==> src/rtl/kyber_pkg.sv <==
// Shared constants and helpers for the Kyber coefficient datapath (q = 3329).
// Barrett parameters: k = 24, m = floor(2^24 / q).
package kyber_pkg;

  localparam int unsigned KYBER_Q   = 32'd3329;
  localparam int unsigned COEF_W    = 32'd12;
  localparam int unsigned BARRETT_K = 32'd24;
  localparam int unsigned BARRETT_M = 32'd5039;
  localparam int unsigned PROD_W    = 32'd24;
  localparam int unsigned QUOT_W    = 32'd13;
  localparam int unsigned RED_W     = 32'd13;
  localparam int unsigned PM_W      = PROD_W + QUOT_W;

  typedef logic [COEF_W-1:0] coef_t;
  typedef logic [PROD_W-1:0] prod_t;
  typedef logic [QUOT_W-1:0] quot_t;
  typedef logic [RED_W-1:0]  red_t;

  // Quotient estimate t = (P * m) >> k, evaluated at the full 37-bit product width.
  function automatic quot_t barrett_quot(input prod_t p);
    logic [PM_W-1:0] pm;
    pm = PM_W'(p) * PM_W'(BARRETT_M);
    return QUOT_W'(pm >> BARRETT_K);
  endfunction

endpackage

==> src/rtl/csub_q.sv <==
// Conditional subtract of q: maps a Barrett remainder r in [0, 2q) to [0, q).
module csub_q
  import kyber_pkg::*;
(
  input  logic [RED_W-1:0]  r,
  output logic [COEF_W-1:0] y
);

  localparam logic [RED_W-1:0] Q_R = RED_W'(KYBER_Q);

  // Select r - q when r is at or above q, otherwise pass r through.
  always_comb begin
    y = '0;
    if (r >= Q_R) begin
      y = COEF_W'(r - Q_R);
    end else begin
      y = COEF_W'(r);
    end
  end

endmodule

==> src/rtl/modmul_barrett.sv <==
// Three-stage pipelined A*B mod 3329 using Barrett reduction, with ready/valid
// handshake, per-stage valid bits and a passthrough tag.
module modmul_barrett
  import kyber_pkg::*;
#(
  parameter int unsigned TAG_W = 8
) (
  input  logic              clk,
  input  logic              reset,
  input  logic              in_valid,
  output logic              in_ready,
  input  logic [COEF_W-1:0] in_a,
  input  logic [COEF_W-1:0] in_b,
  input  logic [TAG_W-1:0]  in_tag,
  output logic              out_valid,
  input  logic              out_ready,
  output logic [COEF_W-1:0] out_data,
  output logic [TAG_W-1:0]  out_tag
);

  logic             v1_q, v1_d, v2_q, v2_d, v3_q, v3_d;
  prod_t            p1_q, p1_d, p2_q, p2_d;
  quot_t            t2_q, t2_d;
  logic [TAG_W-1:0] tag1_q, tag1_d, tag2_q, tag2_d, tag3_q, tag3_d;
  coef_t            data3_q, data3_d;

  logic  load1_s, load2_s, load3_s;
  prod_t p_s, tq_s;
  red_t  r_s;
  coef_t red_s;

  // Stall chain: a stage loads when it is empty or its consumer is loading.
  always_comb begin
    load3_s  = !v3_q || out_ready;
    load2_s  = !v2_q || load3_s;
    load1_s  = !v1_q || load2_s;
    in_ready = load1_s;
  end

  // Datapath arithmetic; t*q < 2^24 and r is known to fit 13 bits.
  always_comb begin
    p_s  = PROD_W'(in_a) * PROD_W'(in_b);
    tq_s = PROD_W'(t2_q) * PROD_W'(KYBER_Q);
    r_s  = RED_W'(p2_q - tq_s);
  end

  csub_q u_csub_q (
    .r (r_s),
    .y (red_s)
  );

  // Next-state for all three stages; payload only moves when the upstream is valid.
  always_comb begin
    v1_d    = v1_q;
    p1_d    = p1_q;
    tag1_d  = tag1_q;
    v2_d    = v2_q;
    p2_d    = p2_q;
    t2_d    = t2_q;
    tag2_d  = tag2_q;
    v3_d    = v3_q;
    data3_d = data3_q;
    tag3_d  = tag3_q;

    if (load1_s) begin
      v1_d = in_valid;
      if (in_valid) begin
        p1_d   = p_s;
        tag1_d = in_tag;
      end else begin
        p1_d   = p1_q;
        tag1_d = tag1_q;
      end
    end else begin
      v1_d = v1_q;
    end

    if (load2_s) begin
      v2_d = v1_q;
      if (v1_q) begin
        p2_d   = p1_q;
        t2_d   = barrett_quot(p1_q);
        tag2_d = tag1_q;
      end else begin
        p2_d   = p2_q;
        t2_d   = t2_q;
        tag2_d = tag2_q;
      end
    end else begin
      v2_d = v2_q;
    end

    if (load3_s) begin
      v3_d = v2_q;
      if (v2_q) begin
        data3_d = red_s;
        tag3_d  = tag2_q;
      end else begin
        data3_d = data3_q;
        tag3_d  = tag3_q;
      end
    end else begin
      v3_d = v3_q;
    end
  end

  // Pipeline registers with synchronous reset that discards in-flight items.
  always_ff @(posedge clk) begin
    if (reset) begin
      v1_q    <= 1'b0;
      p1_q    <= '0;
      tag1_q  <= '0;
      v2_q    <= 1'b0;
      p2_q    <= '0;
      t2_q    <= '0;
      tag2_q  <= '0;
      v3_q    <= 1'b0;
      data3_q <= '0;
      tag3_q  <= '0;
    end else begin
      v1_q    <= v1_d;
      p1_q    <= p1_d;
      tag1_q  <= tag1_d;
      v2_q    <= v2_d;
      p2_q    <= p2_d;
      t2_q    <= t2_d;
      tag2_q  <= tag2_d;
      v3_q    <= v3_d;
      data3_q <= data3_d;
      tag3_q  <= tag3_d;
    end
  end

  assign out_valid = v3_q;
  assign out_data  = data3_q;
  assign out_tag   = tag3_q;

endmodule

==> config.mk <==
export PLATFORM = sky130hd
export DESIGN_NAME = modmul_barrett
export DESIGN_NICKNAME = d
export VERILOG_FILES = /design/src/rtl/kyber_pkg.sv /design/src/rtl/csub_q.sv /design/src/rtl/modmul_barrett.sv
export SDC_FILE = /design/constraint.sdc
export NUM_CORES = 1
export LEC_CHECK = 0
export CAP_MARGIN = 20
export CORE_MARGIN = 4
export CORE_UTILIZATION = 46
export DETAILED_ROUTE_END_ITERATION = 12
export PLACE_DENSITY = 0.72
export SLEW_MARGIN = 25
export SYNTH_ARGS = -nofsm -noshare
export SYNTH_HDL_FRONTEND = slang
export SYNTH_HIERARCHICAL = 1
export SYNTH_SLANG_ARGS = --single-unit
==> constraint.sdc <==
create_clock -name clk -period 7.4 [get_ports clk]
set_input_delay 1.48 -clock clk [delete_from_list [all_inputs] [get_ports clk]]
set_output_delay 1.48 -clock clk [all_outputs]
set_load 0.05 [all_outputs]
==> results by group <==
Run status
  • Outcome: completed

Min path
  • HP Class: flip-flop to flip-flop

Worst setup path
  • Cell Chain, Critical Path: clkdlybuf4s50_1 -> and2_1 -> fa_1 -> inv_1 -> fa_1 -> inv_1 -> fa_1 -> fa_1 -> inv_1 -> fa_1 -> inv_1 -> ha_1 -> and3_4 -> and3_1 -> a211oi_4 -> nand2_2 -> a211o_1 -> a41o_1 -> nand3_2 -> a2111oi_1 -> a311o_1
  • Highest fanout seen on the critical path: 12
  • Cell repeated most along the worst path: sky130_fd_sc_hd__fa_1
  • Max incr delay on CP: 640 ps
  • Crit-path slowest cell: sky130_fd_sc_hd__clkdlybuf4s50_1
  • Critical path endpoint category: flip-flop
  • Largest delay contributor family on the critical path: adder cells
  • Bufs and invs on worst path: 5
  • Kind of start point of the critical path: input port
  • Data required time at the worst endpoint: 7630 ps
  • Critical path data arrival time: around 7300 ps
  • WS Path Type: input port to flip-flop

CTS
  • Latest clock arrival within the worst-skew pair: ~350 ps
  • Number of sinks driven by the clock tree: about 90
  • Total of cells resized after clock tree synthesis: 0
  • Post-CTS Repair Setup Buffers: 0
  • CTS tree: done
  • Maximum buffer depth of the clock tree: 2
  • Cts hold-fix bufs: 0
  • TritonCTS Buffers: 9
  • Clock slew seen by the registers of the worst setup and hold paths: 70 ps
  • Maximum level of the CTS H-tree: 3
  • Root Driver: sky130_fd_sc_hd__clkbuf_16

Logic synthesis
  • Post-synthesis cell type with the largest combined area: sky130_fd_sc_hd__fa_1
  • Average instance area after synthesis: between 8 and 9 um^2
  • Mapped Area: 14,300 um^2
  • Most common cell in the netlist: sky130_fd_sc_hd__inv_1
  • Flip-flop and latch count after synthesis: 89
  • Most numerous cell types in the synthesized netlist: sky130_fd_sc_hd__inv_1, sky130_fd_sc_hd__nand2_1, sky130_fd_sc_hd__fa_1
  • Biggest area contributors in the synthesized netlist: sky130_fd_sc_hd__fa_1, sky130_fd_sc_hd__ha_1, sky130_fd_sc_hd__dfxtp_1
  • Most used flip-flop cell after synthesis: sky130_fd_sc_hd__dfxtp_1
  • Number of synthesized flops with an enable pin: 0
  • Share of flip-flops with an asynchronous set or reset after synthesis: 0%
  • Yosys top cell area share: 32.7%
  • Gate Count Post-Synth: 1,588
  • Net count of the mapped netlist: between 2,000 and 2,500
  • Sequential-to-total area share from yosys stat: about an eighth
  • Number of different library cells in the post-synthesis netlist: 68
  • Synthesis Warnings: 6

Route
  • Routed vias: 10,200
  • Wire per inst: 14.3 um
  • Via density per instance: 5.05
  • Number of detailed-route iterations in the first pass: 4
  • Detailed router's first-iteration violation count: 447
  • Number of antenna-violating nets in the routed design: 0
  • WL final: 28.9 mm
  • DRC errors left: 0

Placement
  • Final HPWL from detailed placement: 24.4 mm
  • Port bufs: 57
  • GP Congestion: 0.897

Global routing
  • Antenna violations before repair: 0
  • GRT Residual Overflow: 0
  • First-pass GRT wire length: 51.4 mm
  • Number of global-route vias before repair: 11,100
  • Pin count of the biggest net entering global routing: 98
  • GRT Util Overall: 18.1%

Timing
  • Part of the cycle the worst path needs: 95.3%
  • Summed negative setup slack over all endpoints: 0 ps
  • Final critical path time including I/O delays and setup: 7050 ps
  • Total count of max-transition violations in the final report: 0
  • Post-route clock skew: 11.7 ps
  • Max_slew headroom: 36.2%
  • Peak clock frequency supported by timing: 142 MHz
  • Fin. Hold Viols: 0
  • Count of final setup violators: 0
  • Worst Tran Pin Value: between 900 and 1000 ps
  • RSZ-0062 raised after global routing: false

Layout
  • Count of inserted antenna diode cells: 0
  • Layout net count: 2,112
  • Area growth from synthesis to final layout: 9.36%
  • Layout cells sized above 1: about 3.7%

Floorplan
  • Initial Util: 46.6%
  • I/O pin total: 58
  • Chip width: 184 um
  • Num rows: 64
  • Placeable core area: between 30,000 and 40,000 um^2
  • Vert. Die Dim: 184 um
  • Die ar.: 33,900 um^2

Run
  • Maximum Capacitance Violations: 0
-- cells in the final DEF (no fill, tap or decap), drive strengths merged, types with 3 or more instances in the layout --
| cell type | instances |
|---|---|
| ha | 220 |
| nor2 | 35 |
| buf | 22 |
| inv | 322 |
| nor2b | 6 |
| nand4 | 3 |
| a31oi | 6 |
| o31ai | 3 |
| dfxtp | 89 |
| nand3b | 6 |
| xor2 | 14 |
| o21bai | 3 |
| a2111oi | 3 |
| nor3 | 13 |
| o21ai | 23 |
| o21a | 7 |
| clkbuf | 10 |
| o211ai | 9 |
| and3 | 4 |
| xnor2 | 39 |
| a21o | 8 |
| nand3 | 14 |
| o31a | 3 |
| a211o | 3 |
| a21boi | 5 |
| clkdlybuf4s50 | 56 |
| nand2 | 261 |
| a21oi | 111 |
| a211oi | 8 |
| and2 | 56 |
| fa | 233 |
-- flip-flops by register name, indices dropped and copies added, names as in the netlist --
name	flops
p1_q	24
v2_q	1
tag1_q	8
p2_q	13
out_tag	8
tag2_q	8
out_valid	1
t2_q	13
out_data	12
v1_q	1
-- layout make-up --
cell class / instances / area (um^2)
clock buffers: 10 / 229
repair buffers: 78 / 723
fillers: 2825 / 15000
inverters: 319 / 1200
clock inverters: 6 / 73.8
multi-input cells: 1126 / 11100
flip-flops and latches: 89 / 1780
well taps: 396 / 495
-- per-layer routing --
layer | track usage [%] | routed length [um]
met2 | 31.7 | 14400
met1 | 24.5 | 13100
met5 | 0 | 0
met4 | 4.17 | 488
met3 | 1.76 | 878
-- worst paths after layout --
check | cells past startpoint | to | slack, ps | startpoint
min | 2 | tag2_q[6]$_SDFFE_PP0P_ | 450 | tag1_q[6]$_SDFFE_PP0P_
min reg2reg | 2 | tag2_q[6]$_SDFFE_PP0P_ | 450 | tag1_q[6]$_SDFFE_PP0P_
max reg2reg | 17 | t2_q[12]$_SDFFE_PP0P_ | 1640 | p1_q[12]$_SDFFE_PP0P_
max | 21 | p1_q[23]$_SDFFE_PP0P_ | 350 | in_a[5]
-- metrics by stage --
step | std cells | area [um^2] | setup WS [ps] | util (%) | hold slack, ps
floorplan | 1588 | 14300 | 848 | - | 432
global placement | 2008 | 15300 | 134 | 49.9 | 437
detailed placement | 2008 | 15300 | 8.36 | 49.9 | 443
CTS | 2024 | 15600 | 380 | 50.9 | 455
global route | 2024 | 15600 | 65.9 | 51.0 | 476
finish | 2024 | 15600 | 350 | 51.0 | 449
-- worst register-to-register path: cells and delay by family, from the launching register on --
| kind | cells | cell delay, ps |
|---|---|---|
| compound gates | 6 | 1280 |
| simple gates | 3 | 710 |
| buf+inv | 2 | 100 |
| fa+ha+maj | 6 | 2930 |
| flops | 1 | 680 |
-- cells by family (layout without fill, tap and decap cells) --
group	after synthesis	after routing	share of synthesized area (%)
simple gates	414	414	13.2
fa+ha+maj	453	453	52.0
compound gates	205	205	9.14
flops	89	89	12.5
buf+inv	373	413	9.82
mux	1	1	0.0702
xor+xnor	53	53	3.26
Power is not shown: default switching activity piles up to over one toggle a cycle in this logic, so the estimate is an artifact.
